<file path="config.mk">
export PLATFORM = sky130hd
export DESIGN_NAME = systolic_feeder_flat
export DESIGN_NICKNAME = d
export VERILOG_FILES = /design/src/rtl/systolic_feeder_if.sv /design/src/rtl/systolic_feeder.sv /design/src/flat_wrapper.sv
export SDC_FILE = /design/constraint.sdc
export NUM_CORES = 1
export LEC_CHECK = 0
export BUFFER_PORTS_ARGS = -buffer_cell sky130_fd_sc_hd__buf_2
export CORE_MARGIN = 2
export CORE_UTILIZATION = 45
export CTS_BUF_LIST = sky130_fd_sc_hd__clkbuf_8
export CTS_CLUSTER_SIZE = 25
export DETAILED_ROUTE_END_ITERATION = 16
export PLACE_DENSITY = 0.6
export RECOVER_POWER = 100
export REMOVE_ABC_BUFFERS = 1
export SYNTH_ARGS = -nofsm -noshare
export SYNTH_HDL_FRONTEND = slang
export SYNTH_SLANG_ARGS = --single-unit
export TNS_END_PERCENT = 30
</file>
<file path="constraint.sdc">
create_clock -name clk -period 13.6 [get_ports clk]
set_clock_uncertainty 0.15 [all_clocks]
set_input_delay 2.72 -clock clk [delete_from_list [all_inputs] [get_ports clk]]
set_output_delay 2.72 -clock clk [all_outputs]
set_load 0.01 [all_outputs]
</file>
<file path="src/rtl/systolic_feeder_if.sv">
// Operand-load and skewed-stream signals between a controller and the
// systolic_feeder. The controller is the master; the feeder is the slave.
interface systolic_feeder_if #(
  parameter int N = 4
);
  localparam int IW = (N > 1) ? $clog2(N) : 1;

  logic                  wr_en;
  logic                  wr_sel;
  logic [IW-1:0]         wr_row;
  logic [IW-1:0]         wr_col;
  logic signed [7:0]     wr_data;
  logic                  start;
  logic [N*8-1:0]        a_row;
  logic [N*8-1:0]        b_col;
  logic [N-1:0]          valid_row;
  logic [N-1:0]          valid_col;
  logic                  busy;
  logic                  done;

  modport master (
    output wr_en, wr_sel, wr_row, wr_col, wr_data, start,
    input  a_row, b_col, valid_row, valid_col, busy, done
  );

  modport slave (
    input  wr_en, wr_sel, wr_row, wr_col, wr_data, start,
    output a_row, b_col, valid_row, valid_col, busy, done
  );
endinterface

</file>
<file path="src/rtl/systolic_feeder.sv">
// Systolic array operand feeder: holds an N x N A matrix and an N x N B
// matrix and, on start, streams them diagonally skewed so that row lane i
// carries A[i][t-i] and column lane j carries B[t-j][j] on step t.
// Outputs are registered from next-state values, so step 0 is visible in
// the cycle right after the start edge, and a write issued together with
// start is forwarded into that first step.
module systolic_feeder #(
  parameter int N = 4
) (
  input  logic           clk,
  input  logic           reset,
  systolic_feeder_if.slave bus
);
  localparam int DATA_W = 8;
  localparam int IW     = (N > 1) ? $clog2(N) : 1;
  localparam int TW     = (N > 1) ? $clog2(2 * N) : 1;
  localparam logic [TW-1:0] T_LAST = TW'(2 * N - 2);

  typedef enum logic [1:0] {
    IDLE   = 2'd0,
    STREAM = 2'd1,
    FINISH = 2'd2
  } state_t;

  state_t                   state, state_nx;
  logic [TW-1:0]            t, t_nx;
  logic signed [DATA_W-1:0] a_mem [N][N];
  logic signed [DATA_W-1:0] b_mem [N][N];
  logic signed [DATA_W-1:0] a_nx  [N][N];
  logic signed [DATA_W-1:0] b_nx  [N][N];
  logic signed [DATA_W-1:0] a_lane_nx [N];
  logic signed [DATA_W-1:0] b_lane_nx [N];
  logic [N-1:0]             vr_nx, vc_nx;
  logic                     row_ok, col_ok, wr_ok;

  // Next state and step counter: IDLE -> STREAM (2N-1 steps) -> FINISH -> IDLE
  always_comb begin
    state_nx = state;
    t_nx     = t;
    case (state)
      IDLE: begin
        if (bus.start) begin
          state_nx = STREAM;
          t_nx     = '0;
        end
      end
      STREAM: begin
        if (t == T_LAST) begin
          state_nx = FINISH;
          t_nx     = '0;
        end else begin
          t_nx = t + 1'b1;
        end
      end
      FINISH: begin
        state_nx = IDLE;
        t_nx     = '0;
      end
      default: begin
        state_nx = IDLE;
        t_nx     = '0;
      end
    endcase
  end

  // Write qualification: only in IDLE, and indices beyond N are dropped
  always_comb begin
    row_ok = 1'b0;
    col_ok = 1'b0;
    for (int k = 0; k < N; k++) begin
      if (bus.wr_row == IW'(k)) row_ok = 1'b1;
      if (bus.wr_col == IW'(k)) col_ok = 1'b1;
    end
    wr_ok = bus.wr_en && row_ok && col_ok && (state == IDLE);
  end

  // Matrix contents after this edge's write, so a same-cycle start sees it
  always_comb begin
    a_nx = a_mem;
    b_nx = b_mem;
    if (wr_ok) begin
      if (bus.wr_sel) b_nx[bus.wr_row][bus.wr_col] = bus.wr_data;
      else            a_nx[bus.wr_row][bus.wr_col] = bus.wr_data;
    end
  end

  // Diagonal skew: lane i is live while 0 <= t-i <= N-1, zero otherwise
  always_comb begin
    vr_nx = '0;
    vc_nx = '0;
    for (int i = 0; i < N; i++) begin
      a_lane_nx[i] = '0;
      b_lane_nx[i] = '0;
    end
    if (state_nx == STREAM) begin
      for (int i = 0; i < N; i++) begin
        for (int k = 0; k < N; k++) begin
          if (int'(t_nx) == i + k) begin
            a_lane_nx[i] = a_nx[i][k];
            b_lane_nx[i] = b_nx[k][i];
            vr_nx[i]     = 1'b1;
            vc_nx[i]     = 1'b1;
          end
        end
      end
    end
  end

  // State, storage and registered outputs; reset aborts and clears everything
  always_ff @(posedge clk or posedge reset) begin
    if (reset) begin
      state         <= IDLE;
      t             <= '0;
      for (int r = 0; r < N; r++) begin
        for (int c = 0; c < N; c++) begin
          a_mem[r][c] <= '0;
          b_mem[r][c] <= '0;
        end
      end
      bus.a_row     <= '0;
      bus.b_col     <= '0;
      bus.valid_row <= '0;
      bus.valid_col <= '0;
      bus.busy      <= 1'b0;
      bus.done      <= 1'b0;
    end else begin
      state         <= state_nx;
      t             <= t_nx;
      for (int r = 0; r < N; r++) begin
        for (int c = 0; c < N; c++) begin
          a_mem[r][c] <= a_nx[r][c];
          b_mem[r][c] <= b_nx[r][c];
        end
      end
      for (int i = 0; i < N; i++) begin
        bus.a_row[DATA_W*i +: DATA_W] <= a_lane_nx[i];
        bus.b_col[DATA_W*i +: DATA_W] <= b_lane_nx[i];
      end
      bus.valid_row <= vr_nx;
      bus.valid_col <= vc_nx;
      bus.busy      <= (state_nx == STREAM);
      bus.done      <= (state_nx == FINISH);
    end
  end
endmodule

</file>
<file path="src/flat_wrapper.sv">
// flat-port wrapper written by rule: the top's interface ports become plain ports
module systolic_feeder_flat 
#(
  parameter int N = 4
)
  (clk, reset, bus_wr_en, bus_wr_sel, bus_wr_row, bus_wr_col, bus_wr_data, bus_start, bus_a_row, bus_b_col, bus_valid_row, bus_valid_col, bus_busy, bus_done);
  systolic_feeder_if #(.N(N)) bus_i ();
  input  logic clk;
  input  logic reset;
  input wire logic [$bits(bus_i.wr_en)-1:0] bus_wr_en;
  input wire logic [$bits(bus_i.wr_sel)-1:0] bus_wr_sel;
  input wire logic [$bits(bus_i.wr_row)-1:0] bus_wr_row;
  input wire logic [$bits(bus_i.wr_col)-1:0] bus_wr_col;
  input wire logic [$bits(bus_i.wr_data)-1:0] bus_wr_data;
  input wire logic [$bits(bus_i.start)-1:0] bus_start;
  output wire logic [$bits(bus_i.a_row)-1:0] bus_a_row;
  output wire logic [$bits(bus_i.b_col)-1:0] bus_b_col;
  output wire logic [$bits(bus_i.valid_row)-1:0] bus_valid_row;
  output wire logic [$bits(bus_i.valid_col)-1:0] bus_valid_col;
  output wire logic [$bits(bus_i.busy)-1:0] bus_busy;
  output wire logic [$bits(bus_i.done)-1:0] bus_done;
  assign bus_i.wr_en = bus_wr_en;
  assign bus_i.wr_sel = bus_wr_sel;
  assign bus_i.wr_row = bus_wr_row;
  assign bus_i.wr_col = bus_wr_col;
  assign bus_i.wr_data = bus_wr_data;
  assign bus_i.start = bus_start;
  assign bus_a_row = bus_i.a_row;
  assign bus_b_col = bus_i.b_col;
  assign bus_valid_row = bus_i.valid_row;
  assign bus_valid_col = bus_i.valid_col;
  assign bus_busy = bus_i.busy;
  assign bus_done = bus_i.done;
  systolic_feeder #(.N(N)) u_core (.clk(clk), .reset(reset), .bus(bus_i));
endmodule
</file>
; Word level (Yosys, flattened, before mapping)
; Index checks and enable logic that the tools add are counted.
[totals]
regBits = 331
latchBits = 0
mem_bits_rw = 0
mem_bits_ro = 0
input_bits = 17
output_inout_bits = 74
word_cells = 146
mem_count = 0
[op_classes]
n_addsub = 1
multipliers = 0
n_div = 0
n_lt_le_gt_ge = 4
n_eq_ne = 16
n_shift = 0
n_mux = 75
bitwise = 2
reduce_logical = 9
[ops]
columns = op, n
row1 = $mux 128, 4
row2 = $mux 8, 33
row3 = $bwmux 128, 2
row4 = $mux 32, 3
row5 = $demux 32 s2, 1
row6 = $mux 1, 24
row7 = $demux 8 s2, 1
row8 = $eq 3x3->1 const B, 5
row9 = $eq 2x2->1 const B, 5
row10 = $eq 2x1->1 const B, 4
row11 = $eq 3x2->1 const B, 2
row12 = $ge 3x3->1 const B, 2
row13 = $logic_not 2->1, 3
row14 = $lt 3x1->1 const B, 2
row15 = $mux 3, 2
row16 = $not 2->3, 2
row17 = $pmux 3 s2, 1
row18 = $logic_and 1x1->1, 5
row19 = $mux 2, 2
row20 = $mux 4, 1
row21 = $pmux 2 s2, 1
row22 = $add 3x1->3 const B, 1
row23 = $logic_not 3->1, 1

; Logic depth before layout (Yosys ltp)
; Gate-level depths: netlist of the first run.
[depth]
word_depth = 15
ltp_mapped = 8
ltp_nobuf = 5

; Least setup slack after synthesis of the first run
; Ideal clock, no wire load.
[synth_path]
path_kind = input -> register
from = input bus_wr_sel
to = register u_core.bus.a_row[23]
setup_ns = 0.123
arrival_ns = 4.497
t_required_ns = 13.327
slack_ns = 8.830
path_stages = 6
path_buffers = 1
path_cell_list = or4b_4 buf_6 nor3_4 mux2_2 a32o_1 o221a_1
[synth_lines]
columns = element, line
row1 = "start, declared", flat_wrapper.sv:11  ; input wire logic [$bits(bus_i.wr_sel)-1:0] bus_wr_sel;
row2 = "end signal, assigned by index", systolic_feeder.sv:136  ; bus.a_row[DATA_W*i +: DATA_W] <= a_lane_nx[i];
row3 = "end, declared", systolic_feeder_if.sv:28  ; output a_row, b_col, valid_row, valid_col, busy, done

==> flow_summary.ini, run 1 <==
[floorplanning]
die_w_um = 181
dieArea_um2 = 32600
rows = 64
die_h_um = 181
boundaryPins = 91
initial_core_util_pct = 45.7
design.core.area_um2 = 30700

[critical_path]
cp_num_buf_inv = 3
cpMaxStageDelayCell = clkinvlp_2
startpoint_type = input port
r2r_end = u_core.bus.b_col[7]
critPathKind = input port to async pin
r2r_start = u_core.state[0]
reg2reg_slack_ns = 9.26
crit_family = buffers and inverters
cp.arrival_ns = 7.20
ff2ff_path_depth = 6
cp_cell_sequence = buf_2, clkinvlp_2, buf_4
critical_path_required_ns = 14.06
end_kind = async pin
crit_path_max_incr_delay_ns = 3.09
cp_max_fo = 130

[pwr]
pwr-share-seq_pct = 41.8
p_int_mw = 2.02
p_per_area_nw_per_um2 = 192
p_switching_mw = 1.00
clock_power_share_pct = 30.7
ir_drop_v = 0.000164
combPwrFrac_pct = 27.5
switching_share_pct = 33.2
p_leak_nw = 8.15

[synthesis]
synth_area_um2 = 14000
syn_avg_cell_area_um2 = 13.7
syn-instance-count = 1023
ys.flop_type = dfrtp_1
synth-edff-count = 0
ys_seq_area_share_pct = 59.1
yosysWarnings = 0
ys_ff_latch = 331
ys_async_sr_fraction_pct = 100
ys_types = 52

[timing]
fmax_mhz = 148
setup_viol = 0
worst_slew_pin_slew_ns = 5.69
relSlewSlack_pct = -279
slew_viol_final = 192
period_minus_slack_ns = 6.74
rsz0062_at_grt = false
holdWs_ns = 0.327
finalSetupTns_ns = 0
hold_violations = 0
period_share_pct = 49.6

[clock_tree]
h-tree-depth = 2
cts_setup_buffers = 0
ctsHoldBuffers = 0
clk_path_buf_depth = 3
cts_sinks = 331
clock_latency_ns = 0.59
cts-root-buf = clkbuf_8
numCtsBuffers = 55
clk_pin_slew_ns = 0.06
cts.repair.resized = 0
cts_tree = done

[hold_path]
hp-class = flip-flop to flip-flop
whs_path_depth = 2
worstHoldStart = u_core.a_mem[80]
hold_end = u_core.a_mem[80]

[detailed_routing]
postRouteAntennaNets = 0
first_pass_iters = 5
drcViolationCount = 0
wl_per_cell_um = 21.8
num_vias = 8670
totalWireLength_um = 33500
drt_iter0_drc = 586
routed_via_density = 5.63

[status]
violations = capacitance limit, slew limit
outcome = finished with violations

[grt]
antenna_found_initial = 1
grt_use_total_pct = 20.9
grt_pass1_vias = 9190
overflow = 0
grt_first_pass_wirelength_um = 53600
grt_max_degree = 131

[cells_and_area]
nFillCells = 2767
drive_above_1_share_pct = 21.9
area_delta_synth_final_pct = 12.1
fin_nets = 1113

[run]
cap_viol_max_count = 4

[place]
port-buffer-count = 90
dp_hpwl_um = 19100
gp_congestion = 0.729
## worst max path at each step
stage	startpoint	endpoint	cells past startpoint
final	reset	u_core.bus.valid_row[1]	3
after global routing	reset	u_core.t[1]	3
after CTS	bus_wr_sel	u_core.bus.b_col[13]	6
after detailed placement	bus_wr_sel	u_core.bus.b_col[13]	6
after global placement	bus_wr_sel	u_core.bus.b_col[8]	6
after floorplan	reset	u_core.a_mem[0]	1
## stage by stage
stage,utilization (%),std cells,instance area (µm²),worst slack (ns),power (mW)
after CTS,52.0,1538,16000,9.06,3.10
after detailed placement,48.1,1435,14700,8.44,2.15
after global placement,48.1,1435,14700,8.47,2.14
after global routing,51.2,1538,15700,5.94,3.19
after floorplan,-,933,13600,1.56,1.82
final,51.2,1539,15700,6.86,3.02
## kinds of logic (layout without fill, tap and decap cells)
kind of cell | Yosys count | count (layout) | share of synthesized area [%]
muxes | 256 | 256 | 20.1
xor gates and xnor gates | 1 | 1 | 0.0625
DFF | 331 | 331 | 59.1
AOI/OAI and AO/OA | 206 | 206 | 12.6
and+or+nand+nor | 87 | 87 | 4.09
other | 0 | 1 | 0
buffers and inverters | 142 | 261 | 4.10
## cell usage after synthesis (all sizes together), types with 18 or more instances
| cell type | n | area share (%) |
|---|---|---|
| a21o | 18 | 0.96 |
| a31o | 22 | 1.4 |
| buf | 19 | 0.80 |
| a21oi | 29 | 1.0 |
| mux2i | 48 | 3.4 |
| o221a | 40 | 3.2 |
| inv | 52 | 1.4 |
| clkbuf | 71 | 1.9 |
| mux2 | 208 | 17 |
| dfrtp | 331 | 59 |
| nor2 | 21 | 0.62 |
## metal layers
layer / global-route usage (%) / share of wire (%) / vias up
li1: - / - / 3920
met1: 30.3 / 48 / 4529
met2: 33.0 / 46 / 177
met3: 3.72 / 4.4 / 44
met4: 5.16 / 1.4 / 0
met5: 0 / 0 / -
## power groups by stage
stage | registers (mW) | logic (mW) | clock network (mW)
global route | 1.29 | 0.903 | 0.999
global placement | 1.28 | 0.861 | 0
detailed placement | 1.28 | 0.875 | 0
CTS | 1.26 | 0.880 | 0.952
floorplan | 1.29 | 0.525 | 0
finish | 1.27 | 0.831 | 0.928
## cell usage in the layout, fill, tap and decap left out, types with 16 or more instances in the layout
cell / instances
a21o_1: 18
a21oi_1: 29
a22o_1: 16
a22oi_1: 16
a31o_2: 22
clkbuf_1: 82
clkbuf_8: 79
dfrtp_1: 331
inv_1: 66
mux2_1: 142
mux2_2: 66
mux2i_1: 48
nand3_1: 16
nor2_1: 18
o221a_2: 37
## tightest hold or removal path, cell delays in order (launching register included)
cell and delay [ns]:
dfrtp_1 0.32, mux2i_1 0.07, inv_1 0.06
## state kept, by name, indices dropped and copies added, names as in the netlist
register              count
u_core.a_mem            128
u_core.t                  3
u_core.bus.done           1
u_core.bus.busy           1
u_core.bus.a_row         32
u_core.state              2
u_core.bus.valid_row      4
u_core.b_mem            128
u_core.bus.b_col         32
## layout make-up
type | instances | area [µm²] | area share, %
Antenna cell | 1 | 2.50 | 0.0159
Clock buffer | 79 | 1090 | 6.92
Clock inverter | 24 | 133 | 0.844
Inverter | 52 | 196 | 1.25
Multi-Input combinational cell | 550 | 5060 | 32.2
Sequential cell | 331 | 8280 | 52.7
Tap cell | 396 | 495 | 3.15
Timing Repair Buffer | 106 | 458 | 2.91
Note: power is estimated with default switching activity, not from simulation.
==> run 2: changes to the inputs <==
==> constraint.sdc (replaced) <==
create_clock -name clk -period 6.25 [get_ports clk]
set_clock_uncertainty 0.15 [all_clocks]
set_input_delay 1.25 -clock clk [delete_from_list [all_inputs] [get_ports clk]]
set_output_delay 1.25 -clock clk [all_outputs]
set_load 0.01 [all_outputs]
==> run 2 against run 1 <==
  * The flow still finishes with violations (capacitance limit, slew limit)
  * Total power is 110% higher
  * Highest routed layer unchanged
  * Sequential share of layout area is 0.69 points higher
  * Via count decreased by 0.27%
  * Clock power is 97% higher
  * Final area fell by 1.3%
==> flow_summary.ini, run 2 (synthesized netlist as in run 1, its figures left out) <==
[detailed_routing]
first_pass_iters = 4
drt_iter0_drc = 500
drcViolationCount = 0
postRouteAntennaNets = 0
routed_via_density = 5.68
num_vias = 8647
wl_per_cell_um = 21.8
totalWireLength_um = 33200

[clock_tree]
clock_latency_ns = 0.57
clk_path_buf_depth = 3
cts_tree = done
cts_sinks = 331
h-tree-depth = 2
cts-root-buf = clkbuf_8
cts_setup_buffers = 0
ctsHoldBuffers = 0
cts.repair.resized = 0
numCtsBuffers = 55
clk_pin_slew_ns = 0.06

[timing]
holdWs_ns = 0.329
worst_slew_pin_slew_ns = 2.89
setup_viol = 0
fmax_mhz = 225
period_share_pct = 71.0
period_minus_slack_ns = 4.44
rsz0062_at_grt = false
slew_viol_final = 228
hold_violations = 0
relSlewSlack_pct = -92.4

[place]
placed_area_um2 = 14700
dp_hpwl_um = 19200
gp_congestion = 0.772
port-buffer-count = 90

[critical_path]
cp_cell_sequence = clkbuf_1, nor2_1, a21oi_1, nor2_1, buf_4, a32oi_1, a221oi_1
cpMaxStageDelayCell = nor2_1
path_common_cell = nor2_1
critPathKind = input port to flip-flop
r2r_start = u_core.state[1]
startpoint_type = input port
end_kind = flip-flop
critical_path_required_ns = 6.55
reg2reg_slack_ns = 1.85
crit_path_max_incr_delay_ns = 1.79
r2r_end = u_core.bus.b_col[23]
cp.arrival_ns = 4.74
cp_max_fo = 29
ff2ff_path_depth = 7

[grt]
overflow = 0
met1_usage_pct = 30.4
grt_pass1_vias = 8941
grtUsageMet3_pct = 4.04
grt_use_total_pct = 20.6
met2_usage_pct = 31.4
grt.busiest_layer = met2
grt_max_degree = 134
antenna_found_initial = 3
grt_first_pass_wirelength_um = 52700

[status]
outcome = finished with violations
violations = capacitance limit, slew limit

[hold_path]
hold_end = u_core.a_mem[82]
hp-class = flip-flop to flip-flop
worstHoldStart = u_core.a_mem[82]
whs_path_depth = 2

[floorplanning]
boundaryPins = 91
die_h_um = 181
design.core.area_um2 = 30700
initial_core_util_pct = 45.7
dieArea_um2 = 32600
rows = 64
die_w_um = 181

[cells_and_area]
top_regs = u_core.a_mem: 128 flops, u_core.b_mem: 128 flops
final_area_um2 = 15500
drive_above_1_share_pct = 20.2
fin_nets = 1110
final_cell_mix = dfrtp_1 (331), mux2_1 (142), clkbuf_1 (84)
nFillCells = 2781
area_delta_synth_final_pct = 10.6
final_common_cell = dfrtp_1

[pwr]
p_leak_nw = 8.04
ir_drop_v = 0.000293
p_per_area_nw_per_um2 = 409

[run]
cap_viol_max_count = 7
-- run 2: changes by cell type in the layout (fill, tap and decap cells not counted), sizes merged --
cell / delta
clkinv: -2
inv: -1
buf: -6
clkbuf: -8
clkinvlp: -1
diode: +2
-- run 2: where the power goes --
part / switching, mW / total (mW) / internal (mW)
registers: 0.167 / 2.75 / 2.58
clock network: 0.826 / 1.83 / 1.01
logic: 1.12 / 1.76 / 0.642
total: 2.12 / 6.35 / 4.23
-- run 2: worst max-delay path by stage --
stage	start	to	slack (ns)	depth (start not counted)
6_report	bus_start	u_core.bus.b_col[23]	1.81	7
5_1_grt	bus_start	u_core.bus.b_col[23]	1.54	7
4_1_cts	bus_start	u_core.bus.a_row[13]	3.03	7
3_5_place_dp	bus_start	u_core.bus.a_row[7]	2.44	7
3_3_place_gp	bus_start	u_core.bus.b_col[25]	2.46	7
2_1_floorplan	reset	u_core.a_mem[0]	-4.32	1
-- run 2: cell type report --
cell class	instances	area, µm²	share of cell area [%]
Sequential cell	331	8280	53.4
Inverter	52	199	1.28
Multi-Input combinational cell	550	5040	32.5
Timing Repair Buffer	103	440	2.84
Antenna cell	3	7.51	0.0484
Clock buffer	68	936	6.03
Clock inverter	20	110	0.710
Tap cell	396	495	3.19
-- run 2: metal layers --
| metal | vias to the layer above | share of wire [%] |
|---|---|---|
| met5 | - | 0 |
| li1 | 3900 | - |
| met3 | 39 | 4.9 |
| met2 | 192 | 45 |
| met4 | 0 | 1.5 |
| met1 | 4516 | 48 |
-- run 2: critical path: cells and delay by family --
family / cells / cell delay [ns]
simple gates: 2 / 2.10
compound gates: 3 / 0.64
buf+inv: 2 / 0.71
-- run 2: metrics by stage --
step | power (mW) | setup slack (ns) | utilization, % | setup TNS, ns | instances
2_1_floorplan | 3.96 | -4.32 | - | -1429.30 | 933
3_3_place_gp | 4.63 | 2.46 | 48.0 | 0 | 1432
3_5_place_dp | 4.66 | 2.44 | 48.0 | 0 | 1432
4_1_cts | 6.52 | 3.03 | 51.4 | 0 | 1520
5_1_grt | 6.71 | 1.54 | 50.6 | 0 | 1522
6_report | 6.35 | 1.81 | 50.6 | 0 | 1523
